File: config.mk
export PLATFORM = sky130hd
export DESIGN_NAME = mask_bbox_tracker
export DESIGN_NICKNAME = d
export VERILOG_FILES = /design/src/rtl/vision_pkg.sv /design/src/rtl/raster_pos_counter.sv /design/src/rtl/mask_bbox_tracker.sv
export SDC_FILE = /design/constraint.sdc
export NUM_CORES = 1
export LEC_CHECK = 0
export CAP_MARGIN = 20
export CORE_ASPECT_RATIO = 1.1
export CORE_MARGIN = 3
export CORE_UTILIZATION = 50
export DETAILED_ROUTE_END_ITERATION = 10
export DONT_BUFFER_PORTS = 1
export GPL_TIMING_DRIVEN = 0
export HOLD_SLACK_MARGIN = 0.08
export PLACE_DENSITY = 0.72
export SLEW_MARGIN = 20
export SYNTH_ARGS = -nofsm -noshare
export SYNTH_HDL_FRONTEND = slang
export SYNTH_HIERARCHICAL = 1
export SYNTH_SLANG_ARGS = --single-unit
File: constraint.sdc
create_clock -name clk -period 3.2 [get_ports clk]
set_input_delay 0.32 -clock clk [delete_from_list [all_inputs] [get_ports clk]]
set_output_delay 0.32 -clock clk [all_outputs]
set_load 0.05 [all_outputs]
File: src/rtl/vision_pkg.sv
// Shared vision-pipeline types: frame geometry defaults, derived
// widths, bbox tracker FSM states and the published result bundle.
package vision_pkg;

  localparam int DEF_IMG_W = 640;
  localparam int DEF_IMG_H = 480;

  localparam int XW = $clog2(DEF_IMG_W);
  localparam int YW = $clog2(DEF_IMG_H);
  localparam int CW = $clog2(DEF_IMG_W * DEF_IMG_H + 1);

  typedef enum logic [1:0] {
    WAIT_SOF,
    ACCUM,
    PUBLISH
  } bbox_state_t;

  typedef struct packed {
    logic          found;
    logic [XW-1:0] x_min;
    logic [XW-1:0] x_max;
    logic [YW-1:0] y_min;
    logic [YW-1:0] y_max;
    logic [CW-1:0] count;
  } bbox_result_t;

endpackage

File: src/rtl/raster_pos_counter.sv
// Raster x/y position tracker for mask streams: wraps at row end,
// flags the last pixel of a frame, and restarts at (0,0) on sof.
module raster_pos_counter #(
  parameter int W  = 640,
  parameter int H  = 480,
  parameter int XN = $clog2(W),
  parameter int YN = $clog2(H)
) (
  input  logic          clk,
  input  logic          rst,
  input  logic          en,
  input  logic          sof,
  output logic [XN-1:0] x,
  output logic [YN-1:0] y,
  output logic          last
);

  localparam logic [XN-1:0] X_END = XN'(W - 1);
  localparam logic [YN-1:0] Y_END = YN'(H - 1);

  logic [XN-1:0] x_q;
  logic [YN-1:0] y_q;

  // an sof beat is always pixel (0,0), whatever the counters held
  assign x    = sof ? '0 : x_q;
  assign y    = sof ? '0 : y_q;
  assign last = (x == X_END) && (y == Y_END);

  // advance past the current beat's position; wraps to (0,0) at frame end
  always_ff @(posedge clk) begin
    if (rst) begin
      x_q <= '0;
      y_q <= '0;
    end else if (en) begin
      if (x == X_END) begin
        x_q <= '0;
        y_q <= (y == Y_END) ? '0 : y + 1'b1;
      end else begin
        x_q <= x + 1'b1;
        y_q <= y;
      end
    end
  end

endmodule

File: src/rtl/mask_bbox_tracker.sv
// Per-frame bounding box of a raster 1-bit mask, one result per frame
// on valid/ready. MASK_BBOX_COUNT_EN adds the set-pixel counter.
module mask_bbox_tracker
  import vision_pkg::*;
#(
  parameter int IMG_W      = DEF_IMG_W,
  parameter int IMG_H      = DEF_IMG_H,
  parameter int MIN_PIXELS = 16
) (
  input  logic clk,
  input  logic rst,
  input  logic i_pixel,
  input  logic i_pixel_valid,
  input  logic i_sof,
  output logic o_bbox_valid,
  input  logic i_bbox_ready,
  output logic o_found,
  output logic [$clog2(IMG_W)-1:0] o_x_min,
  output logic [$clog2(IMG_W)-1:0] o_x_max,
  output logic [$clog2(IMG_H)-1:0] o_y_min,
  output logic [$clog2(IMG_H)-1:0] o_y_max,
  output logic [$clog2(IMG_W*IMG_H+1)-1:0] o_pixel_count,
  output logic o_overrun
);

  localparam int XN = $clog2(IMG_W);
  localparam int YN = $clog2(IMG_H);
  localparam int CN = $clog2(IMG_W * IMG_H + 1);

  bbox_state_t  state_q, state_d;
  bbox_result_t res_q, res_d;
  logic         valid_q, valid_d;
  logic         ovr_q, ovr_d;

  logic          have_q, have_d;
  logic [XN-1:0] xmin_q, xmin_d;
  logic [XN-1:0] xmax_q, xmax_d;
  logic [YN-1:0] ymin_q, ymin_d;
  logic [YN-1:0] ymax_q, ymax_d;
`ifdef MASK_BBOX_COUNT_EN
  logic [CN-1:0] cnt_q, cnt_d;
`endif

  logic          beat;
  logic          last;
  logic [XN-1:0] px;
  logic [YN-1:0] py;

  assign beat = i_pixel_valid &
    ((state_q == ACCUM) |
     ((state_q == WAIT_SOF) & i_sof));

  raster_pos_counter #(
    .W  (IMG_W),
    .H  (IMG_H),
    .XN (XN),
    .YN (YN)
  ) u_pos (
    .clk  (clk),
    .rst  (rst),
    .en   (beat),
    .sof  (i_sof & i_pixel_valid),
    .x    (px),
    .y    (py),
    .last (last)
  );

  // FSM state and all registered datapath state
  always_ff @(posedge clk) begin
    if (rst) begin
      state_q <= WAIT_SOF;
      res_q   <= '0;
      valid_q <= 1'b0;
      ovr_q   <= 1'b0;
      have_q  <= 1'b0;
      xmin_q  <= '0;
      xmax_q  <= '0;
      ymin_q  <= '0;
      ymax_q  <= '0;
`ifdef MASK_BBOX_COUNT_EN
      cnt_q   <= '0;
`endif
    end else begin
      state_q <= state_d;
      res_q   <= res_d;
      valid_q <= valid_d;
      ovr_q   <= ovr_d;
      have_q  <= have_d;
      xmin_q  <= xmin_d;
      xmax_q  <= xmax_d;
      ymin_q  <= ymin_d;
      ymax_q  <= ymax_d;
`ifdef MASK_BBOX_COUNT_EN
      cnt_q   <= cnt_d;
`endif
    end
  end

  // next state, accumulator update, publish and output handshake
  always_comb begin
    state_d = state_q;
    res_d   = res_q;
    valid_d = valid_q;
    ovr_d   = 1'b0;
    have_d  = have_q;
    xmin_d  = xmin_q;
    xmax_d  = xmax_q;
    ymin_d  = ymin_q;
    ymax_d  = ymax_q;
`ifdef MASK_BBOX_COUNT_EN
    cnt_d   = cnt_q;
`endif

    if (valid_q && i_bbox_ready) valid_d = 1'b0;

    unique case (state_q)
      WAIT_SOF: begin
        if (beat) state_d = last ? PUBLISH : ACCUM;
      end
      ACCUM: begin
        if (beat && last) state_d = PUBLISH;
      end
      PUBLISH: begin
        state_d     = WAIT_SOF;
        res_d.x_min = XW'(xmin_q);
        res_d.x_max = XW'(xmax_q);
        res_d.y_min = YW'(ymin_q);
        res_d.y_max = YW'(ymax_q);
`ifdef MASK_BBOX_COUNT_EN
        res_d.found = (cnt_q >= CN'(MIN_PIXELS));
        res_d.count = CW'(cnt_q);
        cnt_d       = '0;
`else
        res_d.found = have_q;
        res_d.count = '0;
`endif
        // overrun only when the old result is lost unaccepted
        valid_d = 1'b1;
        ovr_d   = valid_q & ~i_bbox_ready;
        have_d  = 1'b0;
        xmin_d  = '0;
        xmax_d  = '0;
        ymin_d  = '0;
        ymax_d  = '0;
      end
      default: state_d = WAIT_SOF;
    endcase

    if (beat) begin
      // sof discards any partial frame before this beat counts
      if (i_sof) begin
        have_d = 1'b0;
        xmin_d = '0;
        xmax_d = '0;
        ymin_d = '0;
        ymax_d = '0;
`ifdef MASK_BBOX_COUNT_EN
        cnt_d  = '0;
`endif
      end
      if (i_pixel) begin
        if (!have_d) begin
          xmin_d = px;
          xmax_d = px;
          ymin_d = py;
          ymax_d = py;
        end else begin
          if (px < xmin_d) xmin_d = px;
          if (px > xmax_d) xmax_d = px;
          if (py < ymin_d) ymin_d = py;
          if (py > ymax_d) ymax_d = py;
        end
        have_d = 1'b1;
`ifdef MASK_BBOX_COUNT_EN
        if (!(&cnt_d)) cnt_d = cnt_d + 1'b1;
`endif
      end
    end
  end

  assign o_bbox_valid  = valid_q;
  assign o_overrun     = ovr_q;
  assign o_found       = res_q.found;
  assign o_x_min       = res_q.x_min[XN-1:0];
  assign o_x_max       = res_q.x_max[XN-1:0];
  assign o_y_min       = res_q.y_min[YN-1:0];
  assign o_y_max       = res_q.y_max[YN-1:0];
  assign o_pixel_count = res_q.count[CN-1:0];

endmodule

==> summary.md <==
| Metric | Value |
|---|---|
| Most frequent cells in the layout | `138 x nand2_1, 101 x dfxtp_1, 62 x a21oi_1, 38 x ha_1, 28 x a22o_1` |
| Unrepaired setup endpoints after global routing | `false` |
| Mapped cell area | `0.00531 mm²` |
| Synthesized area per cell | `8.31 µm²` |
| Cell variety after synth | `72` |
| Overall routing resource usage | `23.0%` |
| Routability cong. | `0.909` |
| Pwr dens | `396 mW/mm²` |
| Final Max Slew Viols | `0` |
| CTS Buf Count | `9` |
| Skew-Pair Late Insertion Delay | `0.39 ns` |
| ANT nets after route | `0` |
| Die height | `114 µm` |
| PortBufs | `0` |
| Die area | `0.0119 mm²` |
| Setup violators final | `0` |
| Tmin final | `2.97 ns` |
| Core area | `0.0101 mm²` |
| CTS sink cnt | `101` |
| Commonest non-fill, non-tap cell in the layout | `nand2_1` |
| Synth Register Bits | `101` |
| Status | `complete, no violations` |
| Synth area leader | `dfxtp_1` |
| Iter 0 DRT Violations | `267` |
| Area Overhead vs Synth | `8.72%` |
| Setup Skew | `0.00927 ns` |
| Worst setup path category | `register to register` |
| Vias after detailed routing | `4,591` |
| Top-area cell type share of the netlist area | `38.1%` |
| Pwr Total | `0.00228 W` |
| Post-synthesis async set-or-reset flop share | `0%` |
| Placed cell areas | `0.00555 mm²` |
| Remaining global-route overflow | `0` |
| Wire length of the first global-routing pass | `21,900 µm` |
| Initial Util | `52.4%` |
| Routed vias/inst | `5.64` |
| DP Wirelength | `9880 µm` |
| Seq/Total Area, Yosys | `38.1%` |
| Final TNS setup | `0 ns` |
| CP arrival | `3.25 ns` |
| Number of synthesized flops with an enable pin | `0` |
| # DRC | `0` |
| Reg clk slew, reported paths | `0.11 ns` |
| Worst Setup End Kind | `register` |
| Final period util | `93.0%` |
| F_max | `336 MHz` |
| Synth area leaders | `dfxtp_1 38%, nand2_1 9.8%, ha_1 9.0%` |
| HP Class | `input pin to register` |
| Relative slew slack | `52.2%` |
| CTS tree | `done` |
| Top_reg_cell synth | `dfxtp_1` |
| CP Max Fanout | `10` |
| Post-Route WL | `13,300 µm` |
| Worst hold margin | `0.104 ns` |
| Worst Tran Pin Value | `0.717 ns` |
| Clock root cell | `clkbuf_8` |
| Endpoints failing hold | `0` |
| Ant diodes | `0` |
| Non-Filler Cell Area, Final | `0.00577 mm²` |
| Htree depth | `3` |
| Initial antenna violation count | `0` |
| Maximum VDD drop | `0.000224 V` |
| Syn Inst Count | `639` |
| First-pass iteration count of the detailed router | `5` |
| Chip Width | `104 µm` |
| Wire per inst | `16.3 µm` |
| IO Pins | `66` |
| Max-cap check violation count | `0` |
| Crit start category | `register` |
| Largest net degree at the start of global routing | `20` |
| YS warnings | `6` |
| Vias in the first global route | `4,354` |
| Layout cells sized above 1 | `10.1%` |
| Row Count | `38` |
| Clk buf depth | `2` |
| Cell leakage power | `2.16 nW` |
| # nets final | `713` |
| Req. time, crit path | `3.47 ns` |
## synthesized netlist by cell type, drive strengths merged, types with 4 or more instances
cell / n
mux2i: 4
nand3: 12
nand4: 12
and2: 5
ha: 38
a211oi: 5
dfxtp: 101
nand2b: 9
nor2: 27
o21ai: 16
inv: 21
nor2b: 18
nand4b: 5
a21o: 5
buf: 30
nor3: 8
clkbuf: 25
nand2: 138
o2bb2ai: 9
a22o: 28
and3: 4
a31oi: 6
a21oi: 64
## through the flow
stage	setup WS, ns	std cells	utilization (%)
final	0.225	814	57.0
after detailed placement	-0.198	797	54.8
after global placement	-0.147	797	54.8
after global routing	0.00928	814	57.0
after floorplan	0.479	657	-
after CTS	0.0533	814	56.8
## registers in the layout, indices dropped and copies added, names as in the netlist
register      count
o_x_max          10
o_x_min          10
u_pos/x_q        10
xmax_q           10
xmin_q           10
o_y_max           9
o_y_min           9
u_pos/y_q         9
ymax_q            9
ymin_q            9
state_q           2
have_q            1
o_bbox_valid      1
o_found           1
o_overrun         1
## final cells by class
| cell class | instances | area (µm²) |
|---|---|---|
| fillers | 953 | 4360 |
| repair buffers | 1 | 10.0 |
| plain buffers | 55 | 319 |
| clock buffers | 9 | 124 |
| well taps | 140 | 175 |
| flip-flops and latches | 101 | 2020 |
| inverters | 21 | 78.8 |
| clock inverters | 7 | 70.1 |
| multi-input cells | 480 | 2970 |
## where the power goes
| part | internal [W] | switching [W] |
|---|---|---|
| clock | 0.000301 | 0.000501 |
| combinational | 0.0000574 | 0.000155 |
| sequential | 0.00126 | 0.00000609 |
| total | 0.00162 | 0.000663 |
## routing by layer
metal	wire length, µm	track usage [%]
met1	5770	29.2
met2	6390	38.4
met3	702	3.95
met4	403	10.8
met5	0	0
## cell families after synthesis
logic type	share of synthesized area, %
buf+inv	7.38
simple gates	23.3
flops	38.1
mux	0.754
other cells	0.0707
fa+ha+maj	8.96
compound gates	21.4
## worst max-delay path: stages (launching register included)
cell and delay (ns):
dfxtp_1 0.37, nor2b_1 0.14, buf_2 0.17, nor2_4 0.22, clkbuf_2 0.30, nand2_1 0.09
ha_1 0.29, a21o_1 0.16, a21o_1 0.17, a211oi_1 0.21, o21ai_1 0.21, a31oi_4 0.40
o2bb2ai_1 0.12
## final timing paths
kind / slack (ns) / endpoint / depth (start not counted) / startpoint
hold reg to reg: 0.47 / ymin_q[7] / 2 / ymin_q[7]
setup reg to reg: 0.23 / ymin_q[2] / 12 / state_q[1]
setup / recovery: 0.23 / ymin_q[2] / 12 / state_q[1]
hold / removal: 0.10 / o_overrun / 2 / i_bbox_ready
## timing repair
item | 4_1_cts | 5_1_grt
hold buffers | 1 | 0
gates resized for setup | 0 | 11
setup endpoints to repair | 0 | 37
hold endpoints to repair | 1 | 0
buffers inserted | 0 | 0
Note: power is estimated with default switching activity, not from simulation.
